$ cat config.mk
export PLATFORM = sky130hd
export DESIGN_NAME = display_scan_ctrl
export DESIGN_NICKNAME = d
export VERILOG_FILES = /design/src/rtl/display_scan_pkg.sv /design/src/rtl/seg7_decoder.sv /design/src/rtl/display_scan_ctrl.sv
export SDC_FILE = /design/constraint.sdc
export NUM_CORES = 1
export LEC_CHECK = 0
export CORE_UTILIZATION = 40
export CTS_CLUSTER_SIZE = 28
export DETAILED_ROUTE_END_ITERATION = 7
export DONT_BUFFER_PORTS = 1
export PLACE_DENSITY = 0.56
export REMOVE_ABC_BUFFERS = 1
export SKIP_CTS_REPAIR_TIMING = 1
export SLEW_MARGIN = 20
export SYNTH_ARGS = -nofsm -noshare
export SYNTH_HDL_FRONTEND = slang
export SYNTH_SLANG_ARGS = --single-unit
$ cat constraint.sdc
create_clock -name clock -period 4.83 [get_ports clock]
set_clock_uncertainty 0.2 [all_clocks]
set_input_delay 0.966 -clock clock [delete_from_list [all_inputs] [get_ports clock]]
set_output_delay 0.966 -clock clock [all_outputs]
set_load 0.1 [all_outputs]
$ cat src/rtl/display_scan_pkg.sv
// Shared types and constants for the 7-segment scan controller.
//   scan_state_e : controller FSM states
//   SEG_OFF      : all segments dark (active-low)
//   SEG_DASH     : "-" glyph, shown for non-BCD codes 10-15
//   SEG_GLYPHS   : active-low {g,f,e,d,c,b,a} glyphs for digits 0-9
package display_scan_pkg;

  typedef enum logic [1:0] {
    StIdle,
    StBlank,
    StShow
  } scan_state_e;

  localparam logic [6:0] SEG_OFF  = 7'h7F;
  localparam logic [6:0] SEG_DASH = 7'h3F;

  // Entry n is the glyph for digit n (index 9 is listed first).
  localparam logic [9:0][6:0] SEG_GLYPHS = {
    7'h10,  // 9
    7'h00,  // 8
    7'h78,  // 7
    7'h02,  // 6
    7'h12,  // 5
    7'h19,  // 4
    7'h30,  // 3
    7'h24,  // 2
    7'h79,  // 1
    7'h40   // 0
  };

endpackage

$ cat src/rtl/seg7_decoder.sv
// Combinational BCD to common-anode 7-segment decoder.
//   bcd_i : 4-bit code; 0-9 map to glyphs, 10-15 map to a dash
//   seg_o : active-low segments {g,f,e,d,c,b,a}
module seg7_decoder
  import display_scan_pkg::*;
(
  input  logic [3:0] bcd_i,
  output logic [6:0] seg_o
);

  always_comb begin
    seg_o = SEG_DASH;
    if (bcd_i <= 4'd9) begin
      seg_o = SEG_GLYPHS[bcd_i];
    end
  end

endmodule

$ cat src/rtl/display_scan_ctrl.sv
// Time-multiplexed scan controller for NUM_DIGITS BCD digits on a shared common-anode
// 7-segment bus. The raw Sel strobe from the clock divider is synchronised and its rising
// edges advance the scan; each digit is preceded by BLANK_CYCLES clocks with all anodes off.
//   clock     : system clock, rising edge
//   reset     : asynchronous, active-high
//   sel_in    : raw divider strobe (asynchronous to clock)
//   enable    : 1 = scan, 0 = display dark
//   digits    : packed BCD digits, digit i = digits[4i+3:4i], digit 0 least significant
//   anodes    : active-low digit enables, one-hot-low or all ones
//   segments  : active-low {g,f,e,d,c,b,a}
//   digit_idx : index of the currently selected digit
// Build option: define SCAN_LZ_BLANK_EN to suppress leading zeros on digits above digit 0.
module display_scan_ctrl
  import display_scan_pkg::*;
#(
  parameter int unsigned NUM_DIGITS   = 4,
  parameter int unsigned SYNC_STAGES  = 2,
  parameter int unsigned BLANK_CYCLES = 4,
  localparam int unsigned IdxW        = $clog2(NUM_DIGITS)
) (
  input  logic                    clock,
  input  logic                    reset,
  input  logic                    sel_in,
  input  logic                    enable,
  input  logic [4*NUM_DIGITS-1:0] digits,
  output logic [NUM_DIGITS-1:0]   anodes,
  output logic [6:0]              segments,
  output logic [IdxW-1:0]         digit_idx
);

  localparam logic [7:0]      BlankLoad = 8'(BLANK_CYCLES - 1);
  localparam logic [IdxW-1:0] LastIdx   = IdxW'(NUM_DIGITS - 1);

  logic [SYNC_STAGES-1:0] sync_q;
  logic                   prev_q;
  logic                   step;

  scan_state_e            state_q, state_d;
  logic [7:0]             cnt_q, cnt_d;
  logic [IdxW-1:0]        idx_q, idx_d;
  logic [NUM_DIGITS-1:0]  anodes_q, anodes_d;
  logic [6:0]             seg_q, seg_d;

  logic [3:0]             cur_digit;
  logic [6:0]             dec_seg;
  logic [6:0]             show_seg;

  // Synchroniser plus one flop for rising-edge detection.
  always_ff @(posedge clock or posedge reset) begin
    if (reset) begin
      sync_q <= '0;
      prev_q <= 1'b0;
    end else begin
      sync_q <= {sync_q[SYNC_STAGES-2:0], sel_in};
      prev_q <= sync_q[SYNC_STAGES-1];
    end
  end

  assign step = sync_q[SYNC_STAGES-1] & ~prev_q;

  assign cur_digit = digits[{idx_q, 2'b00} +: 4];

  seg7_decoder u_dec (
    .bcd_i (cur_digit),
    .seg_o (dec_seg)
  );

`ifdef SCAN_LZ_BLANK_EN
  logic upper_zero;

  // Digit idx_q and everything above it are zero.
  always_comb begin
    upper_zero = 1'b1;
    for (int unsigned j = 0; j < NUM_DIGITS; j++) begin
      if (j >= 32'(idx_q) && digits[4*j +: 4] != 4'd0) begin
        upper_zero = 1'b0;
      end
    end
  end

  assign show_seg = (upper_zero && idx_q != '0) ? SEG_OFF : dec_seg;
`else
  assign show_seg = dec_seg;
`endif

  // Next-state logic. enable low overrides everything, including a coincident step.
  always_comb begin
    state_d = state_q;
    cnt_d   = cnt_q;
    idx_d   = idx_q;
    if (!enable) begin
      state_d = StIdle;
    end else begin
      unique case (state_q)
        StIdle: begin
          state_d = StBlank;
          cnt_d   = BlankLoad;
        end
        StBlank: begin
          // Steps arriving here are dropped on purpose.
          if (cnt_q == 8'd0) begin
            state_d = StShow;
          end else begin
            cnt_d = cnt_q - 8'd1;
          end
        end
        StShow: begin
          if (step) begin
            idx_d   = (idx_q == LastIdx) ? '0 : idx_q + 1'b1;
            state_d = StBlank;
            cnt_d   = BlankLoad;
          end
        end
        default: state_d = StIdle;
      endcase
    end
  end

  // Registered outputs derived from the next state. The glyph is captured once on entry
  // to SHOW (always from BLANK) and then held, so mid-digit input changes are ignored.
  always_comb begin
    anodes_d = '1;
    seg_d    = SEG_OFF;
    if (state_d == StShow) begin
      anodes_d[idx_d] = 1'b0;
      seg_d           = (state_q == StShow) ? seg_q : show_seg;
    end
  end

  always_ff @(posedge clock or posedge reset) begin
    if (reset) begin
      state_q  <= StIdle;
      cnt_q    <= 8'd0;
      idx_q    <= '0;
      anodes_q <= '1;
      seg_q    <= SEG_OFF;
    end else begin
      state_q  <= state_d;
      cnt_q    <= cnt_d;
      idx_q    <= idx_d;
      anodes_q <= anodes_d;
      seg_q    <= seg_d;
    end
  end

  assign anodes    = anodes_q;
  assign segments  = seg_q;
  assign digit_idx = idx_q;

endmodule

==> results.json <==
{
  "via_per_inst": 5.76,
  "worstHoldStart": "sync_q[0]",
  "mostFrequentLayoutCells": "dfrtp_1 (15), inv_1 (14), nor2_1 (13), dfstp_2 (11), nand2_1 (10)",
  "ys_seq_elements": 26,
  "min_to": "sync_q[1]",
  "wl_per_cell_microns": 15.7,
  "vias": 1128,
  "hpwlAfterDp_microns": 2380,
  "synth_cells": 146,
  "crit_chain": "mux4_1 -> inv_1 -> ha_1 -> nor2_1 -> o21a_1 -> a21oi_1 -> a31oi_1",
  "core_area_sq_mm": 0.00366,
  "finalHoldViolations": 0,
  "wl_microns": 3070,
  "clkTransAtPathRegs_ps": 90,
  "drtIter0Drc": 39,
  "crit_type": "primary input to flop",
  "synth_cell_types": 42,
  "max-cap-violations": 0,
  "clockBufferDepth": 2,
  "status": "completed",
  "swShare_pct": 36.3,
  "setup_viol": 0,
  "cts_tree": "done",
  "cp.buffers_inverters": 1,
  "grt_pass1_vias": 1085,
  "nets": 176,
  "power.share.clock_pct": 25.0,
  "die_w_microns": 63.6,
  "die_area_sq_mm": 0.00404,
  "min_path_cells": 0,
  "ys_warn_count": 0,
  "crit_family": "multiplexers",
  "max_slew_margin_pct": 40.4,
  "rows": 22,
  "drive_gt1_share_pct": 16.9,
  "final_max_slew_viol_count": 0,
  "p_leak_nw": 0.705,
  "gp_congestion": 0.770,
  "required_ps": 4780,
  "intPower_mw": 0.455,
  "sequentialPowerShare_pct": 45.2,
  "hold_path_class": "flop to flop",
  "min_period_over_period_pct": 51.2,
  "avgSynthCellArea_sq_um": 10.4,
  "drcViolationCount": 0,
  "synth-async-reset-ratio_pct": 100,
  "period_needed_ps": 2470,
  "slowest_delay_ps": 570,
  "syn-cell-area_sq_mm": 0.00152,
  "fp.dieH_microns": 63.6,
  "synth_edf_count": 0,
  "critical_path_arrival_ps": 2430,
  "grtUsageTotal_pct": 16.5,
  "grt_overflow_total": 0,
  "timing.rr.start": "cnt_q[0]",
  "nFillCells": 354,
  "fmax_mhz": 404,
  "holdWs_ps": 154,
  "power_density_mw_per_mm2": 436,
  "synthToLayoutAreaGrowth_pct": 8.00,
  "p_switching_mw": 0.259,
  "synth.yosys.seq_area_share_pct": 43.8,
  "cp.depth": 7,
  "grt_max_degree": 27,
  "rsz0062_at_grt": "false",
  "ff2ff_path_depth": 6,
  "vdd_drop_max_mv": 0.216,
  "combinationalPowerShare_pct": 29.8,
  "ioPinCount": 33,
  "yosysTopAreaCell": "dfrtp_1",
  "startpoint_type": "primary input",
  "diodes": 0,
  "cts_made_buffers": 3,
  "fin_setup_tns_ps": 0,
  "slowest_stage": "mux4_1",
  "clock_latency_ps": 270,
  "initial_core_util_pct": 41.4,
  "antenna_found_initial": 0,
  "final_common_cell": "dfrtp_1",
  "netlist_top_cells_area": "dfrtp_1 (25%), dfstp_2 (19%), mux4_2 (5.9%)",
  "synth_ff_type": "dfrtp_1",
  "end_kind": "flop",
  "worst_pin_slew_ps": 888,
  "cp_max_fo": 4,
  "reg2reg_setup_slack_ps": 2410,
  "grt_pass1_wl_microns": 5210,
  "crit-reg2reg-capture": "segments[4]",
  "port_buffers": 0,
  "htree_levels": 1,
  "synth_top_area_share_pct": 24.8,
  "root_buffer": "clkbuf_8",
  "cts_sinks": 26,
  "final_antenna_net_count": 0,
  "first_pass_iters": 4
}
## per-layer routing
layer / up-vias / global-route usage (%) / wire length [microns]
li1: 549 / - / -
met1: 555 / 22.7 / 1480
met2: 22 / 26.2 / 1460
met3: 2 / 3.80 / 108
met4: 0 / 3.41 / 17
met5: - / 0 / 0
## Yosys cell counts, types with 3 or more instances
library cell / instances
nor3_1: 3
a211oi_1: 4
nor2_1: 13
inv_1: 15
mux4_2: 4
nand3_1: 6
o311ai_0: 3
a21oi_1: 7
dfstp_2: 11
ha_1: 7
dfrtp_1: 15
nand2_1: 10
a31oi_1: 3
a22o_1: 3
## power by group through the flow
stage | clock (mW) | combinational (mW) | sequential [mW]
finish | 0.178 | 0.213 | 0.323
floorplan | 0 | 0.158 | 0.333
detailed placement | 0 | 0.212 | 0.326
global placement | 0 | 0.208 | 0.325
CTS | 0.184 | 0.213 | 0.322
global route | 0.191 | 0.241 | 0.330
## how the worst max path moves through the flow
stage	startpoint	to	slack, ps
floorplan	digit_idx[0]	segments[2]	1890
global placement	digits[4]	segments[0]	2160
detailed placement	digits[4]	segments[3]	2060
CTS	digits[4]	segments[3]	2350
global route	cnt_q[0]	segments[4]	2220
finish	digits[4]	segments[3]	2360
## metrics by stage
stage | instance area, sq um | util (%) | total power, mW | instances | setup WS [ps]
after floorplan | 1490 | - | 0.491 | 142 | 1890
after global placement | 1570 | 42.8 | 0.533 | 192 | 2160
after detailed placement | 1570 | 42.8 | 0.538 | 192 | 2060
after CTS | 1640 | 44.7 | 0.719 | 196 | 2350
after global routing | 1640 | 44.7 | 0.762 | 196 | 2220
final | 1640 | 44.7 | 0.714 | 196 | 2360
## kinds of logic (layout without fill, tap and decap cells)
| logic type | count (synthesis) | in the layout | synth area share [%] |
|---|---|---|---|
| AOI/OAI and AO/OA | 36 | 36 | 18.1 |
| adders and majority gates | 7 | 7 | 5.78 |
| buffers and inverters | 19 | 21 | 5.36 |
| DFF | 26 | 26 | 43.8 |
| muxes | 7 | 7 | 8.99 |
| and+or+nand+nor | 51 | 51 | 18.0 |
## flip-flops by register name, indices dropped and copies added, names as in the netlist
register / flops
cnt_q: 8
segments: 7
anodes: 4
digit_idx: 2
state_q: 2
sync_q: 2
prev_q: 1
## final cells by class
class                      count  area [sq um]  share of cell area (%)
sequential                    26           664                    40.6
clock buffer                   3          41.3                    2.52
inverter                      15          56.3                    3.44
clock inverter                 1          30.0                    1.83
tap                           48          60.1                    3.67
timing repair buffer           2          15.0                   0.917
multi-input combinational    101           771                    47.1
## worst register-to-register path, delay by kind of cell (launching register included)
kind | cells | cell delay (ps)
AOI/OAI and AO/OA | 2 | 890
adders and majority gates | 1 | 190
buffers and inverters | 1 | 80
DFF | 1 | 420
and+or+nand+nor | 2 | 530
(Power assumes the default switching activity.)
